--- src/rtl/pipe_pkg.sv ---
// Shared definitions for the elastic pipeline stage: state encoding, default widths and
// the packed stage word carried between pipeline stages.
package pipe_pkg;

    localparam int unsigned PipePcW   = 32;
    localparam int unsigned PipeDataW = 32;
    localparam int unsigned PipeCtrlW = 4;
    localparam int unsigned PipeCntW  = 16;

    // Encoding equals the number of held entries, so the state doubles as occupancy.
    localparam logic [1:0] StEmpty = 2'd0;
    localparam logic [1:0] StOne   = 2'd1;
    localparam logic [1:0] StTwo   = 2'd2;

    typedef logic [1:0] pipe_state_t;

    typedef struct packed {
        logic [PipePcW-1:0]   pc;
        logic [PipeDataW-1:0] data;
        logic [PipeCtrlW-1:0] ctrl;
    } pipe_word_t;

endpackage

--- src/rtl/pipe_sat_counter.sv ---
// Saturating up-counter: counts qualifying cycles and sticks at all-ones.
module pipe_sat_counter
    import pipe_pkg::*;
#(
    parameter int unsigned CNT_W = PipeCntW
) (
    input  logic             clk_i,
    input  logic             rst_i,
    input  logic             inc_i,
    output logic [CNT_W-1:0] count_o
);

    logic [CNT_W-1:0] count_d, count_q;

    always_comb begin
        count_d = count_q;
        if (inc_i && (count_q != {CNT_W{1'b1}})) begin
            count_d = count_q + {{(CNT_W-1){1'b0}}, 1'b1};
        end
    end

    always_ff @(posedge clk_i or negedge rst_i) begin
        if (!rst_i) begin
            count_q <= '0;
        end else begin
            count_q <= count_d;
        end
    end

    assign count_o = count_q;

endmodule

--- src/rtl/pipe_skid_stage.sv ---
// Elastic pipeline stage with a one-entry skid buffer; in_ready_o depends on state only.
// Optional stall/bubble counters are built when PIPE_SKID_PERF_EN is defined.
module pipe_skid_stage
    import pipe_pkg::*;
#(
    parameter int unsigned PC_W   = PipePcW,
    parameter int unsigned DATA_W = PipeDataW,
    parameter int unsigned CTRL_W = PipeCtrlW,
    parameter int unsigned CNT_W  = PipeCntW
) (
    input  logic              clk_i,
    input  logic              rst_i,
    input  logic              flush_i,
    input  logic              in_valid_i,
    output logic              in_ready_o,
    input  logic [PC_W-1:0]   in_pc_i,
    input  logic [DATA_W-1:0] in_data_i,
    input  logic [CTRL_W-1:0] in_ctrl_i,
    output logic              out_valid_o,
    input  logic              out_ready_i,
    output logic [PC_W-1:0]   out_pc_o,
    output logic [DATA_W-1:0] out_data_o,
    output logic [CTRL_W-1:0] out_ctrl_o,
`ifdef PIPE_SKID_PERF_EN
    output logic [CNT_W-1:0]  stall_cnt_o,
    output logic [CNT_W-1:0]  bubble_cnt_o,
`endif
    output logic [1:0]        occupancy_o
);

    typedef struct packed {
        logic [PC_W-1:0]   pc;
        logic [DATA_W-1:0] data;
        logic [CTRL_W-1:0] ctrl;
    } word_t;

    pipe_state_t state_d, state_q;
    word_t       main_d, main_q;
    word_t       skid_d, skid_q;
    word_t       in_word;
    logic        push, pop;

    assign in_word = {in_pc_i, in_data_i, in_ctrl_i};

    assign in_ready_o  = (state_q != StTwo);
    assign out_valid_o = (state_q != StEmpty);
    assign occupancy_o = state_q;

    assign push = in_valid_i & in_ready_o;
    assign pop  = out_valid_o & out_ready_i;

    always_comb begin
        state_d = state_q;
        main_d  = main_q;
        skid_d  = skid_q;
        if (flush_i) begin
            state_d = StEmpty;
            main_d  = '0;
            skid_d  = '0;
        end else begin
            unique case (state_q)
                StEmpty: begin
                    if (push) begin
                        main_d  = in_word;
                        state_d = StOne;
                    end
                end
                StOne: begin
                    if (push && pop) begin
                        main_d = in_word;
                    end else if (push) begin
                        skid_d  = in_word;
                        state_d = StTwo;
                    end else if (pop) begin
                        main_d  = '0;
                        state_d = StEmpty;
                    end
                end
                StTwo: begin
                    if (pop) begin
                        main_d  = skid_q;
                        skid_d  = '0;
                        state_d = StOne;
                    end
                end
                default: begin
                    state_d = StEmpty;
                    main_d  = '0;
                    skid_d  = '0;
                end
            endcase
        end
    end

    always_ff @(posedge clk_i or negedge rst_i) begin
        if (!rst_i) begin
            state_q <= StEmpty;
            main_q  <= '0;
            skid_q  <= '0;
        end else begin
            state_q <= state_d;
            main_q  <= main_d;
            skid_q  <= skid_d;
        end
    end

    // Gate payload so bubbles never leak stale enables downstream.
    assign out_pc_o   = out_valid_o ? main_q.pc   : '0;
    assign out_data_o = out_valid_o ? main_q.data : '0;
    assign out_ctrl_o = out_valid_o ? main_q.ctrl : '0;

`ifdef PIPE_SKID_PERF_EN
    pipe_sat_counter #(
        .CNT_W (CNT_W)
    ) u_stall_cnt (
        .clk_i   (clk_i),
        .rst_i   (rst_i),
        .inc_i   (out_valid_o & ~out_ready_i),
        .count_o (stall_cnt_o)
    );

    pipe_sat_counter #(
        .CNT_W (CNT_W)
    ) u_bubble_cnt (
        .clk_i   (clk_i),
        .rst_i   (rst_i),
        .inc_i   (~out_valid_o),
        .count_o (bubble_cnt_o)
    );
`endif

endmodule

--- config.mk ---
export PLATFORM = sky130hd
export DESIGN_NAME = pipe_skid_stage
export DESIGN_NICKNAME = d
export VERILOG_FILES = /design/src/rtl/pipe_pkg.sv /design/src/rtl/pipe_sat_counter.sv /design/src/rtl/pipe_skid_stage.sv
export SDC_FILE = /design/constraint.sdc
export NUM_CORES = 1
export LEC_CHECK = 0
export BUFFER_PORTS_ARGS = -buffer_cell sky130_fd_sc_hd__buf_2
export CAP_MARGIN = 20
export CELL_PAD_IN_SITES_DETAIL_PLACEMENT = 2
export CELL_PAD_IN_SITES_GLOBAL_PLACEMENT = 2
export CORE_MARGIN = 4
export CORE_UTILIZATION = 38
export DETAILED_ROUTE_END_ITERATION = 16
export PLACE_DENSITY_LB_ADDON = 0.25
export SYNTH_ARGS = -nofsm -noshare
export SYNTH_HDL_FRONTEND = slang
export SYNTH_SLANG_ARGS = --single-unit
export TNS_END_PERCENT = 100
--- constraint.sdc ---
create_clock -name clk_i -period 3.82 [get_ports clk_i]
set_input_delay 0.382 -clock clk_i [delete_from_list [all_inputs] [get_ports clk_i]]
set_output_delay 0.382 -clock clk_i [all_outputs]
set_load 0.01 [all_outputs]
==> summary.md <==
| Metric | Value |
|---|---|
| DP Wirelength | `14.6 mm` |
| Global-route wire length before repair | `36.8 mm` |
| Pre-CTS setup slack | `1.18 ns` |
| Clk slew on worst S/H paths | `0.06 ns` |
| Drt via density | `5.42` |
| Clock buffer count from CTS | `17` |
| Root Driver | `clkbuf_16` |
| Synthesized flop and latch total | `138` |
| Max_slew headroom | `0.378` |
| Sequential fraction of the synthesis area | `0.470` |
| CP max FO | `46` |
| Placed inst area | `0.00825 mm²` |
| Final Cell Area | `0.00883 mm²` |
| Total grt overflow | `0` |
| Rows | `50` |
| Syn avg cell area | `10.6 µm²` |
| Avg WL per Cell | `20.9 µm` |
| Starting density of the core | `0.390` |
| Placed insts | `1,053` |
| Number of synthesized flops with an enable pin | `0` |
| Worst Path Required | `3.44 ns` |
| DIE HEIGHT | `147 µm` |
| 1st-iter DRT viols | `154` |
| Setup ws final | `1.03 ns` |
| Library cells used by synthesis | `20` |
| Antenna violations before repair | `1` |
| Clock buffer depth | `2` |
| Post-Synthesis Cells | `696` |
| Clock sink count | `138` |
| Share of flip-flops with an asynchronous set or reset | `1.00` |
| Pleak | `4.13 nW` |
| Tightest Hold Check Type | `input port to flip-flop` |
| Arrival time worst endpoint | `2.40 ns` |
| IO Pins | `145` |
| Synth Cell Area | `0.00734 mm²` |
| Clk_lat worst skew | `0.42 ns` |
| Syn. warnings | `0` |
| Via total after detailed routing | `5,870` |
| Status | `completed` |
| Die area | `0.0216 mm²` |
| Commonest cells in the netlist | `dfrtp_1 (138), mux2i_1 (137), nand2_1 (70)` |
| Share of the synthesized area in the top cell type | `0.470` |
| TritonCTS clock tree | `done` |
| Post-route ant nets | `0` |
| Core box area | `0.0188 mm²` |
| Max Freq | `0.359 GHz` |
| DRC viols | `0` |
| Synthesized Nets | `769` |
| Crit share post-route | `0.730` |
| Crit start category | `flip-flop` |
| Sum Neg Setup Slack | `0 ns` |
| Setup crit end kind | `primary output` |
| Worst clock skew | `0.00930 ns` |
| Maximum VDD drop | `0.000323 V` |
| Final Non-Filler Cells | `1,084` |
| RSZ-0062 raised after global routing | `no` |
| Power per standard cell area | `421 mW/mm²` |
| Diodes inserted | `0` |
| Ys flop type | `dfrtp_1` |
| Top-count cell post-synth | `dfrtp_1` |
| Layout area overhead | `20.3%` |
| Max cap viols | `0` |
| Share of layout cells above drive strength 1 | `0.234` |
| H-Tree Level Count | `4` |
| Buffers added on ports | `144` |
| Final #Nets | `888` |
| Ranking of synthesized cells by area | `dfrtp_1 (47%), mux2i_1 (19%), a22o_1 (8.2%), o2bb2ai_1 (8.1%), and2_1 (5.8%)` |
| Vias in the first global route | `6,788` |
| Setup violators final | `0` |
| Router iterations before antenna repair | `4` |
| Yosys top cell by area | `dfrtp_1` |
| Slew @ Worst Pin | `0.933 ns` |
| Final WL | `22.7 mm` |
| Max-slew violation count | `0` |
| Crit path kind | `flip-flop to primary output` |
| Min Tclk post-route | `2.79 ns` |
| Largest net degree at the start of global routing | `115` |
| Gr usage total | `0.213` |
| Final GP Congestion | `0.742` |
| Final core occ | `0.469` |
| Final hold vios | `0` |
| Die Wd | `147 µm` |
-- timing repair --
action | 4_1_cts | 5_1_grt
hold buffers | 0 | 1
hold endpoints to repair | 0 | 55
resized for setup | 0 | 0
buffers inserted | 0 | 0
-- cells by family (layout without fill, tap and decap cells) --
| kind of cell | after synthesis | after routing | share of synthesized area |
|---|---|---|---|
| AO/OA/AOI/OAI | 141 | 141 | 0.167 |
| multiplexers | 137 | 137 | 0.187 |
| AND/OR/NAND/NOR | 152 | 152 | 0.103 |
| buffers and inverters | 128 | 256 | 0.0722 |
| flip-flops | 138 | 138 | 0.470 |
-- metal layers --
layer | up-vias | GRT usage | part of all wire
li1 | 2656 | - | -
met1 | 3084 | 0.259 | 0.43
met2 | 111 | 0.389 | 0.53
met3 | 17 | 0.0429 | 0.034
met4 | 2 | 0.0461 | 0.010
met5 | - | 0 | 0.00035
-- power by group --
group	total, mW	switching (mW)	leakage (nW)	internal [mW]
Combinational	0.574	0.344	2.00	0.231
Clock	1.51	0.611	0.261	0.899
Sequential	1.64	0.0746	1.87	1.56
-- sequential cells by signal, summed over array words and instances (netlist names) --
name and count:
main_q 68, skid_q 68, occupancy_o 2
-- path summary, 6_finish.rpt --
check,slack (ns),from,depth (start not counted),to
worst max register to register,1.11,occupancy_o[0]$_DFFE_PN0P_,4,main_q[41]$_DFFE_PN0P_
min in group asynchronous,0.49,rst_i,2,main_q[63]$_DFFE_PN0P_
worst min-delay path,0.22,in_data_i[25],3,skid_q[29]$_DFFE_PN0P_
worst min register to register,0.50,main_q[34]$_DFFE_PN0P_,1,main_q[34]$_DFFE_PN0P_
worst max-delay path,1.03,occupancy_o[1]$_DFFE_PN0P_,3,in_ready_o
max in group asynchronous,2.20,rst_i,4,skid_q[29]$_DFFE_PN0P_
-- worst max-delay path, stage by stage (launching register included) --
cell and delay (ns):
dfrtp_4 0.78, buf_4 0.77, nand2b_1 0.21, buf_2 0.20
-- through the flow --
step,hold slack [ns],power (mW)
3_5_place_dp,0.487,2.23
6_report,0.225,3.72
2_1_floorplan,0.0864,1.98
4_1_cts,0.185,3.76
3_3_place_gp,0.480,2.19
5_1_grt,0.220,3.89
-- layout by cell type (no fill, tap or decap), types with 2 or more instances in the layout --
cell type,count
buf_2,143
mux2i_1,137
dfrtp_1,136
nand2_1,70
and2_1,68
o2bb2ai_1,68
a22o_1,68
inv_1,68
clkbuf_16,17
buf_4,13
nor2_1,5
clkbuf_8,5
nor2_4,3
clkbuf_1,3
clkinv_2,3
nor2b_1,2
-- area by class of cell --
class	count	area [µm²]
multi-input combinational	430	3390
sequential	138	3460
tap	260	325
fill	1982	10000
inverter	68	255
timing repair buffer	160	882
clock inverter	3	15.0
clock buffer	25	505
No activity file was read; power rests on OpenSTA's default activity.
